[src/rtl/led_pattern_seq.sv]
// LED pattern sequencer: an internal prescaler steps an N_LED-wide bank through
// drain, fill, chase or bounce patterns, with optional bit-mirroring and run/pause.
module led_pattern_seq #(
  parameter int          N_LED = 8,
  parameter int unsigned DIV   = 25_000_000
) (
  input  logic             CLK,
  input  logic             rs,
  input  logic [1:0]       mode,
  input  logic             dir,
  input  logic             run,
  output logic [N_LED-1:0] led,
  output logic             step,
  output logic             cycle_done
);

  localparam int CW = (DIV > 1) ? $clog2(DIV) : 1;
  localparam int PW = $clog2(2 * N_LED);
  localparam logic [CW-1:0]    CNT_LAST = CW'(DIV - 1);
  localparam logic [N_LED-1:0] ONES     = '1;
  localparam logic [N_LED-1:0] ONE      = N_LED'(1);

  typedef enum logic [1:0] {
    DRAIN  = 2'b00,
    FILL   = 2'b01,
    CHASE  = 2'b10,
    BOUNCE = 2'b11
  } mode_t;

  logic [CW-1:0]    cnt;
  logic [PW-1:0]    pos;
  mode_t            mode_q;
  logic             dir_q;
  logic [PW-1:0]    pos_last;
  logic [PW-1:0]    pos_next;
  logic [N_LED-1:0] base;
  logic [N_LED-1:0] mirrored;
  logic [N_LED-1:0] led_next;

  // Last legal position of the active pattern; anything at or beyond it wraps.
  always_comb begin
    pos_last = '0;
    case (mode_q)
      DRAIN:   pos_last = PW'(N_LED);
      FILL:    pos_last = PW'(N_LED);
      CHASE:   pos_last = PW'(N_LED - 1);
      BOUNCE:  pos_last = PW'(2 * N_LED - 3);
      default: pos_last = '0;
    endcase
    pos_next = (pos >= pos_last) ? '0 : pos + 1'b1;
  end

  always_comb begin
    base = '0;
    case (mode_q)
      DRAIN:   base = ONES << pos;
      FILL:    base = ~(ONES << pos);
      CHASE:   base = ONE << pos;
      BOUNCE:  base = (pos < PW'(N_LED)) ? (ONE << pos)
                                         : (ONE << (PW'(2 * N_LED - 2) - pos));
      default: base = '0;
    endcase
    mirrored = '0;
    for (int i = 0; i < N_LED; i++) begin
      mirrored[i] = base[N_LED-1-i];
    end
    led_next = dir_q ? mirrored : base;
  end

  // A mode change restarts the pattern and swallows any coincident tick.
  always_ff @(posedge CLK or negedge rs) begin
    if (!rs) begin
      cnt        <= '0;
      pos        <= '0;
      mode_q     <= DRAIN;
      dir_q      <= 1'b0;
      led        <= '1;
      step       <= 1'b0;
      cycle_done <= 1'b0;
    end else begin
      led        <= led_next;
      dir_q      <= dir;
      step       <= 1'b0;
      cycle_done <= 1'b0;
      if (mode != mode_q) begin
        mode_q <= mode_t'(mode);
        pos    <= '0;
        cnt    <= '0;
      end else if (run) begin
        if (cnt == CNT_LAST) begin
          cnt        <= '0;
          pos        <= pos_next;
          step       <= 1'b1;
          cycle_done <= (pos_next == '0);
        end else begin
          cnt <= cnt + 1'b1;
        end
      end
    end
  end

endmodule

[config.mk]
export PLATFORM = sky130hd
export DESIGN_NAME = led_pattern_seq
export DESIGN_NICKNAME = d
export VERILOG_FILES = /design/src/rtl/led_pattern_seq.sv
export SDC_FILE = /design/constraint.sdc
export NUM_CORES = 1
export LEC_CHECK = 0
export CAP_MARGIN = 20
export CORE_ASPECT_RATIO = 1.5
export CORE_MARGIN = 8
export CORE_UTILIZATION = 25
export CTS_BUF_LIST = sky130_fd_sc_hd__clkbuf_2 sky130_fd_sc_hd__clkbuf_4 sky130_fd_sc_hd__clkbuf_8
export CTS_CLUSTER_DIAMETER = 200
export DETAILED_ROUTE_END_ITERATION = 16
export PLACE_DENSITY = 0.5
export SETUP_SLACK_MARGIN = 0.02
export SKIP_CTS_REPAIR_TIMING = 1
export SYNTH_ARGS = -nofsm -noshare
export SYNTH_HDL_FRONTEND = slang
export SYNTH_SLANG_ARGS = --single-unit
[constraint.sdc]
create_clock -name CLK -period 2.85 [get_ports CLK]
set_input_delay 0.57 -clock CLK [delete_from_list [all_inputs] [get_ports CLK]]
set_output_delay 0.57 -clock CLK [all_outputs]
set_load 0.005 [all_outputs]
# Word-level counts from Yosys, hierarchy flattened
# Index checks and enable logic that the tools add are counted.
# Widths: inputs -> output; s select.
# op_classes
addsub	3
n_lt_le_gt_ge	2
eq_ne	5
shift	3
muxes	17
bitwise_logic	1
reduce_logical	6
# ops
op	n
$mux 25	3
$pmux 8 s4	1
$add 25x1->25 const B	1
$eq 25x25->1 const B	1
$mux 4	4
$mux 8	2
$shl 1x4->8 const A	2
$pmux 4 s3	1
$not 8->8	1
$shl 8x4->8 const A	1
$mux 1	6
$add 4x1->4 const B	1
$eq 2x2->1 const B	2
$ge 4x4->1	1
$logic_not 4->1	1
$lt 4x4->1 const B	1
$reduce_bool 2->1	2
$sub 4x4->4 const A	1
$eq 2x1->1 const B	1
$logic_not 2->1	1
$ne 2x2->1	1
$reduce_and 2->1	1
$reduce_or 2->1	1
# word_totals
reg_bits	42
inputBits	6
output_inout_bits	10
word_cells	44

# Depth between registers and ports, before layout
# Gate-level depths: netlist of the first run.
# logic_depth
depth_word	9
depth_mapped	9

# Worst setup path before layout of the first run
# Ideal clock, no wire load.
# synth_timing
path_type	input-to-reg
start	in run
end	reg pos[1]
arrival_time_ps	2215
required_time_ps	2772
path_slack_ps	557
cell_stages	7
cell_sequence	buf_4 > inv_2 > or3_4 > or4_1 > buf_2 > or3b_1 > a21oi_1
# synth_via
elab_chain_len	2
# synth_lines
element	line	rtl
from (decl)	11	input logic run,
$reduce_bool 2->1 (no line)	n/a	
$reduce_and 2->1 (no line)	n/a	
to (signal assigned)	92	pos <= pos_next;
to (decl)	31	logic [PW-1:0] pos;
# No other way between the ends.
# A chain may end at the register's enable or synchronous reset.

# Final worst setup path of the first run
# layout_timing
start	in run
end	reg pos[2]
# The elaborated chain is that of the path after synthesis.

==> reports/metrics.sh, run 1 <==
SWITCHING_SHARE_PCT=23.8
PLACEMENTROWS=45
SYN_INST=286
WORST_EP_ARRIVAL_TIME_NS=2.56
CAP_VIOLATIONS=0
STARTPOINT_TYPE='input port'
FIRST_PASS_ITERATION_COUNT_OF_THE_DETAILED_ROUTER=4
GRT_PASS1_VIAS=2148
POST_SYNTH_INSTANCE_AREA_UM2=2590
DETAILED_PLACE_HPWL_UM=4540
PLACED_STANDARD_CELL_AREA_UM2=2890
CTS_SINKS=42
POST_SYNTH_ARST_SHARE_PCT=100
MAXCLOCKFREQUENCY_MHz=425
P_INT_mW=0.867
CRIT_PATH_END='pos[2]'
NUMCTSBUFFERS=5
FIN_WORST_SKEW_NS=0.0117
GRT-BUSIEST-LAYER='met2'
MET1_GRT_UTIL_PCT=9.30
MOSTFREQUENTLAYOUTCELL='dfrtp_1'
DISTINCT_CELL_TYPE_COUNT_AFTER_SYNTHESIS=51
CLKTRANSATPATHREGS_NS=0.09
GR-USAGE-MET3_PCT=2.02
FLOW.AREA_GROWTH_FROM_SYNTHESIS_PCT=15.1
SYNTH_NETS=307
GRT_MAX_DEGREE=43
MIN_PATH_TYPE='in -> async'
FIN_CRIT_SH_PCT=82.6
BOUNDARYPINS=16
CORE_AREA_UM2=10100
DRT-INITIAL-DRC-COUNT=78
PWR-SHARE-SEQ_PCT=54.7
TRANSITION_AT_THE_PIN_WITH_THE_SMALLEST_MAX_TRANSITION_SLACK_NS=0.960
ANTENNA_FOUND_INITIAL=0
CLOCK_PATH_BUFFERS=2
WL_PER_CELL_UM=14.5
PERIOD_MINUS_SLACK_NS=2.35
CRIT_TYPE='in -> reg'
SYNTH_ENABLE_FLOP_CELLS=0
PATH_MAX_FANOUT=4
POWER.IR.VDD_WORST_V=0.000200
SYN_AREA_PER_CELL_UM2=9.06
DRC_ERRORS=0
CTS.ROOT.BUFFER_CELL='clkbuf_8'
TIMING.REG2REG.WORST_PATH_DEPTH=7
REG2REG_TO='led[5]'
RSZ_0062_RAISED_AFTER_GLOBAL_ROUTING='false'
ROUTABILITYCONGESTION=0.860
FIN_AREA_UM2=2980
DRV_SLEW=0
SYN_WARNINGS=0
STATIC-LEAKAGE-POWER_nW=1.19
DRIVE_ABOVE_1_SHARE_PCT=10.6
FIN_NETS=322
RUN_STATUS='finished clean'
EFFECTIVE_UTILIZATION_AT_FLOORPLAN_PCT=25.6
AVGVIACOUNTPERCELL=5.03
PWR_DENSITY_CELL_nW_PER_UM2=381
NUM_ANTENNA_CELLS=0
CRITPATHCAPTURETYPE='register'
PROPORTION_OF_SYNTHESIZED_CHIP_AREA_IN_SEQUENTIAL_CELLS_PCT=40.9
FINAL_ANTENNA_NET_COUNT=0
GRT.TOTAL_USAGE_PCT=8.95
SETUP_TNS_NS=0
DIE_HEIGHT_UM=141
FINAL_CELL_MIX='dfrtp_1, nor2_1, nand2_1'
ROUTE.VIAS.TOTAL=2109
SYNTH_FLOP_CELL='dfrtp_1'
POWER.SHARE.CLOCK_PCT=35.3
PORT_BUFFERS=15
GRT.MET2_USAGE_PCT=16.9
CRITICAL_PATH.REG2REG.STARTPOINT='pos[1]'
FINAL_CELL_COUNT_NO_FILL=419
HTREEDEPTH=2
DATA_REQUIRED_TIME_OF_THE_CRITICAL_PATH_NS=3.06
REPORT.FINAL.SETUP_VIOL=0
COMBPWRFRAC_PCT=10.0
CRITPATHLAUNCH='run'
POSTSYNTHREGISTERBITS=42
GRT_OVERFLOW_TOTAL=0
DRT_WL_TOTAL_UM=6100
MAXSLEWHEADROOM_PCT=36.0
DPL.CELL_COUNT=411
GRT_FIRST_PASS_WIRELENGTH_UM=10300
FLOORPLAN.DIE_AREA_UM2=14000
WORST_SKEW_LATE_LATENCY_NS=0.29
NETSWITCHINGPOWER_mW=0.270
DIE_W_UM=99.1
WORST_REG_TO_REG_SETUP_SLACK_NS=0.55
HOLD_VIOL_FINAL=0
TRITONCTS_CLOCK_TREE='yes'
-- flip-flops by register name (all words and copies together), names as in the netlist --
register	flops
step	1
mode_q	2
cnt	25
cycle_done	1
dir_q	1
pos	4
led	8
-- cells by family (layout without fill, tap and decap cells) --
logic type	after synthesis	after routing	share of synthesized area (%)
buffers and inverters	29	45	4.54
AO/OA/AOI/OAI	38	38	9.41
XOR/XNOR	24	24	8.11
multiplexers	8	8	3.28
flip-flops	42	42	40.9
adder cells (fa/ha/maj)	15	15	7.24
AND/OR/NAND/NOR	130	130	26.5
-- worst max-delay path: stages --
cell and delay (ns):
clkdlybuf4s50_1 0.49, inv_2 0.04, or3_4 0.40, or4_1 0.54, or3b_1 0.37, a21oi_1 0.14
-- synthesized netlist by cell type (all sizes together) (2+ instances only) --
cell type / count / area share [%]
and3: 8 / 1.9
a21oi: 16 / 3.1
nor3: 10 / 1.9
nand2: 25 / 3.6
o21ai: 4 / 0.77
clkbuf: 10 / 1.4
nand4: 13 / 3.1
mux2i: 4 / 1.5
nand3b: 3 / 0.87
buf: 5 / 1.1
mux2: 4 / 1.7
nor2b: 2 / 0.48
and2: 3 / 0.72
or4b: 2 / 0.77
a221oi: 2 / 0.68
xnor2: 7 / 2.4
nand3: 19 / 3.7
ha: 15 / 7.2
dfstp: 8 / 8.1
a22o: 2 / 0.68
nor2: 26 / 3.8
or3b: 2 / 0.68
or3: 5 / 1.4
nor4: 3 / 0.72
inv: 14 / 2.0
a31oi: 3 / 0.72
dfrtp: 34 / 33
nand2b: 2 / 0.48
xor2: 17 / 5.7
nand4b: 2 / 0.68
-- power groups by stage --
stage / Clock, mW / Sequential, mW / Combinational, mW
floorplan: 0 / 0.630 / 0.0606
finish: 0.402 / 0.622 / 0.114
detailed placement: 0 / 0.634 / 0.116
global route: 0.448 / 0.624 / 0.127
global placement: 0 / 0.634 / 0.114
CTS: 0.424 / 0.622 / 0.116
-- metal layers --
metal | vias up | wire length, um | share of wire [%]
met5 | - | 0 | 0
met4 | 0 | 131 | 2.1
met3 | 12 | 173 | 2.8
met2 | 33 | 3250 | 53
met1 | 1026 | 2540 | 42
li1 | 1038 | - | -
-- worst min-delay path by stage --
| stage | end |
|---|---|
| 2_1_floorplan | cnt[0] |
| 3_3_place_gp | cnt[1] |
| 3_5_place_dp | cnt[1] |
| 4_1_cts | cnt[15] |
| 5_1_grt | mode_q[1] |
| 6_report | cnt[5] |
-- through the flow --
stage | utilization [%] | total power, mW | worst slack (ns) | hold slack [ns]
after detailed placement | 28.5 | 0.750 | 0.194 | 0.533
after global routing | 29.4 | 1.20 | 0.439 | 0.506
after global placement | 28.5 | 0.748 | 0.226 | 0.524
final | 29.4 | 1.14 | 0.497 | 0.431
after CTS | 29.4 | 1.16 | 0.501 | 0.468
after floorplan | - | 0.691 | 0.557 | 0.274
-- final cells by class --
type,count,area (um2)
inverters,14,52.6
well taps,117,146
flip-flops and latches,42,1060
fillers,1084,7150
repair buffers,23,218
clock buffers,8,91.3
multi-input cells,215,1410
(Power assumes the default switching activity.)
==> inputs of run 2 (changes only) <==
--- a/config.mk
+++ b/config.mk
@@ -12,7 +12,7 @@
 export CTS_BUF_LIST = sky130_fd_sc_hd__clkbuf_2 sky130_fd_sc_hd__clkbuf_4 sky130_fd_sc_hd__clkbuf_8
 export CTS_CLUSTER_DIAMETER = 200
 export DETAILED_ROUTE_END_ITERATION = 16
-export PLACE_DENSITY = 0.5
+export PLACE_DENSITY = 0.52
 export SETUP_SLACK_MARGIN = 0.02
 export SKIP_CTS_REPAIR_TIMING = 1
 export SYNTH_ARGS = -nofsm -noshare
==> constraint.sdc (replaced) <==
create_clock -name CLK -period 2.1 [get_ports CLK]
set_input_delay 0.42 -clock CLK [delete_from_list [all_inputs] [get_ports CLK]]
set_output_delay 0.42 -clock CLK [all_outputs]
set_load 0.005 [all_outputs]
==> reports/metrics.sh, run 2 (synthesis gave the netlist of run 1 again) <==
DETAILED_PLACE_HPWL_UM=4820
PATH_MAX_FANOUT=4
STATIC-LEAKAGE-POWER_nW=1.36
FIRST_PASS_ITERATION_COUNT_OF_THE_DETAILED_ROUTER=4
BOUNDARYPINS=16
REGMOSTFLOPS='cnt'
MET1_GRT_UTIL_PCT=9.41
DRIVE_ABOVE_1_SHARE_PCT=22.1
CAP_VIOLATIONS=0
FINAL_CELL_MIX='buf_4, dfrtp_1, nor2_1'
AREA.SEQUENTIAL_UM2=1060
POWER.IR.VDD_WORST_V=0.000205
ROUTE.VIAS.TOTAL=2244
CRITPATHLAUNCH='cnt[1]'
CRIT_PATH_END='pos[2]'
TRITONCTS_CLOCK_TREE='yes'
TRANSITION_AT_THE_PIN_WITH_THE_SMALLEST_MAX_TRANSITION_SLACK_NS=0.549
WORST_SKEW_LATE_LATENCY_NS=0.31
FIN_WORST_SKEW_NS=0.0147
POST-LAYOUT-TOTAL-POWER_mW=1.54
FLOW.AREA_GROWTH_FROM_SYNTHESIS_PCT=25.9
CTS.ROOT.BUFFER_CELL='clkbuf_8'
DIE_W_UM=99.1
FIN_AREA_UM2=3260
DRC_ERRORS=0
CORE_AREA_UM2=10100
CTS_SINKS=42
AVGVIACOUNTPERCELL=5.01
GR-USAGE-MET3_PCT=2.46
PLACEMENTROWS=45
GRT.MET2_USAGE_PCT=17.5
GRT-BUSIEST-LAYER='met2'
TIMING.CRITICAL_PATH.SLOWEST_CELL_DELAY_NS=0.45
ANTENNA_FOUND_INITIAL=0
PLACED_STANDARD_CELL_AREA_UM2=3110
EFFECTIVE_UTILIZATION_AT_FLOORPLAN_PCT=25.6
LARGEST_REGISTERS='cnt x25, led x8, pos x4'
PWR_DENSITY_CELL_nW_PER_UM2=472
GRT_OVERFLOW_TOTAL=0
CRITPATHSLOWESTCELL='or4_4'
DRT-INITIAL-DRC-COUNT=55
FILL_CELLS=1073
WL_PER_CELL_UM=14.2
TIMING.HOLD.WS_NS=0.181
GRT_FIRST_PASS_WIRELENGTH_UM=10600
NUM_ANTENNA_CELLS=0
TIMING.REG2REG.WORST_PATH_DEPTH=6
CRITPATHCAPTURETYPE='register'
WORST_REG_TO_REG_SETUP_SLACK_NS=-0.01
HTREEDEPTH=2
MIN_PATH_TYPE='in -> async'
LARGEST_REGISTER_FF_COUNT=25
REG2REG_TO='pos[2]'
MULTI_INPUT_AREA_UM2=1480
FLOORPLAN.DIE_AREA_UM2=14000
MAXSLEWHEADROOM_PCT=63.4
HOLD_VIOL_FINAL=0
DRV_SLEW=0
MOSTFREQUENTLAYOUTCELL='buf_4'
GRT_PASS1_VIAS=2257
NUMCTSBUFFERS=5
STARTPOINT_TYPE='register'
CLKTRANSATPATHREGS_NS=0.09
CLOCK_PATH_BUFFERS=2
ROUTABILITYCONGESTION=0.838
RUN_STATUS='complete, but fails checks'
RSZ_0062_RAISED_AFTER_GLOBAL_ROUTING='true'
VIOLATIONS='setup timing'
DATA_REQUIRED_TIME_OF_THE_CRITICAL_PATH_NS=2.33
CP_CELL_SEQUENCE='ha_4 > nand2_4 > or3_4 > or4_4 > or3b_1 > a21oi_2'
WORST_EP_ARRIVAL_TIME_NS=2.34
GRT_MAX_DEGREE=43
PERIOD_MINUS_SLACK_NS=2.11
GRT.TOTAL_USAGE_PCT=9.37
MAXCLOCKFREQUENCY_MHz=474
PORT_BUFFERS=15
FIN_CRIT_SH_PCT=101
CRITICAL_PATH.REG2REG.STARTPOINT='cnt[1]'
SETUP_TNS_NS=-0.0108
FINAL_ANTENNA_NET_COUNT=0
DIE_HEIGHT_UM=141
REPORT.FINAL.SETUP_VIOL=1
DRT_WL_TOTAL_UM=6380
FIN_NETS=351
CRIT_TYPE='reg -> reg'
TIMING.FINAL.WS_SETUP_NS=-0.0108
[run 2: cell count changes in the layout (fill, tap and decap cells not counted), moves of 2 or more]
| cell | previous run | this run |
|---|---|---|
| a21oi_1 | 16 | 14 |
| a21oi_2 | 0 | 2 |
| buf_4 | 7 | 36 |
| clkbuf_4 | 3 | 0 |
| nand2_1 | 25 | 23 |
[run 2: stage by stage]
stage,instances,util (%),worst slack [ns]
CTS,446,31.5,-0.000880
finish,448,32.2,-0.0108
floorplan,286,-,0.0250
global route,448,32.2,-0.0731
detailed placement,438,30.6,-0.241
global placement,438,30.6,-0.199
[run 2: layer usage]
layer | vias up | wire length [um]
li1 | 1096 | -
met1 | 1090 | 2490
met2 | 42 | 3510
met3 | 16 | 231
met4 | 0 | 148
met5 | - | 0
[run 2: worst min-delay path by stage]
stage	to	slack (ns)	cells after the start
2_1_floorplan	cnt[0]	0.12	0
3_3_place_gp	mode_q[1]	0.53	2
3_5_place_dp	mode_q[0]	0.54	2
4_1_cts	mode_q[0]	0.19	2
5_1_grt	mode_q[1]	0.22	2
6_report	mode_q[1]	0.18	2
[run 2: report_power, final]
group | switching, mW | total (mW) | leakage, nW | internal (mW)
clock network | 0.293 | 0.526 | 0.0441 | 0.234
logic | 0.0926 | 0.171 | 0.761 | 0.0782
registers | 0.0105 | 0.843 | 0.551 | 0.833
[run 2: layout make-up]
type	count	area share [%]
clock buffer	5	2.11
multi-input combinational	215	45.3
clock inverter	3	0.652
sequential	42	32.5
tap	117	4.49
timing repair buffer	52	13.3
inverter	14	1.61
[run 2: critical path: cells and delay by family, from the launching register on]
kind,cells,cell delay (ns)
compound gates,1,0.14
fa+ha+maj,1,0.18
flops,1,0.43
simple gates,4,1.29
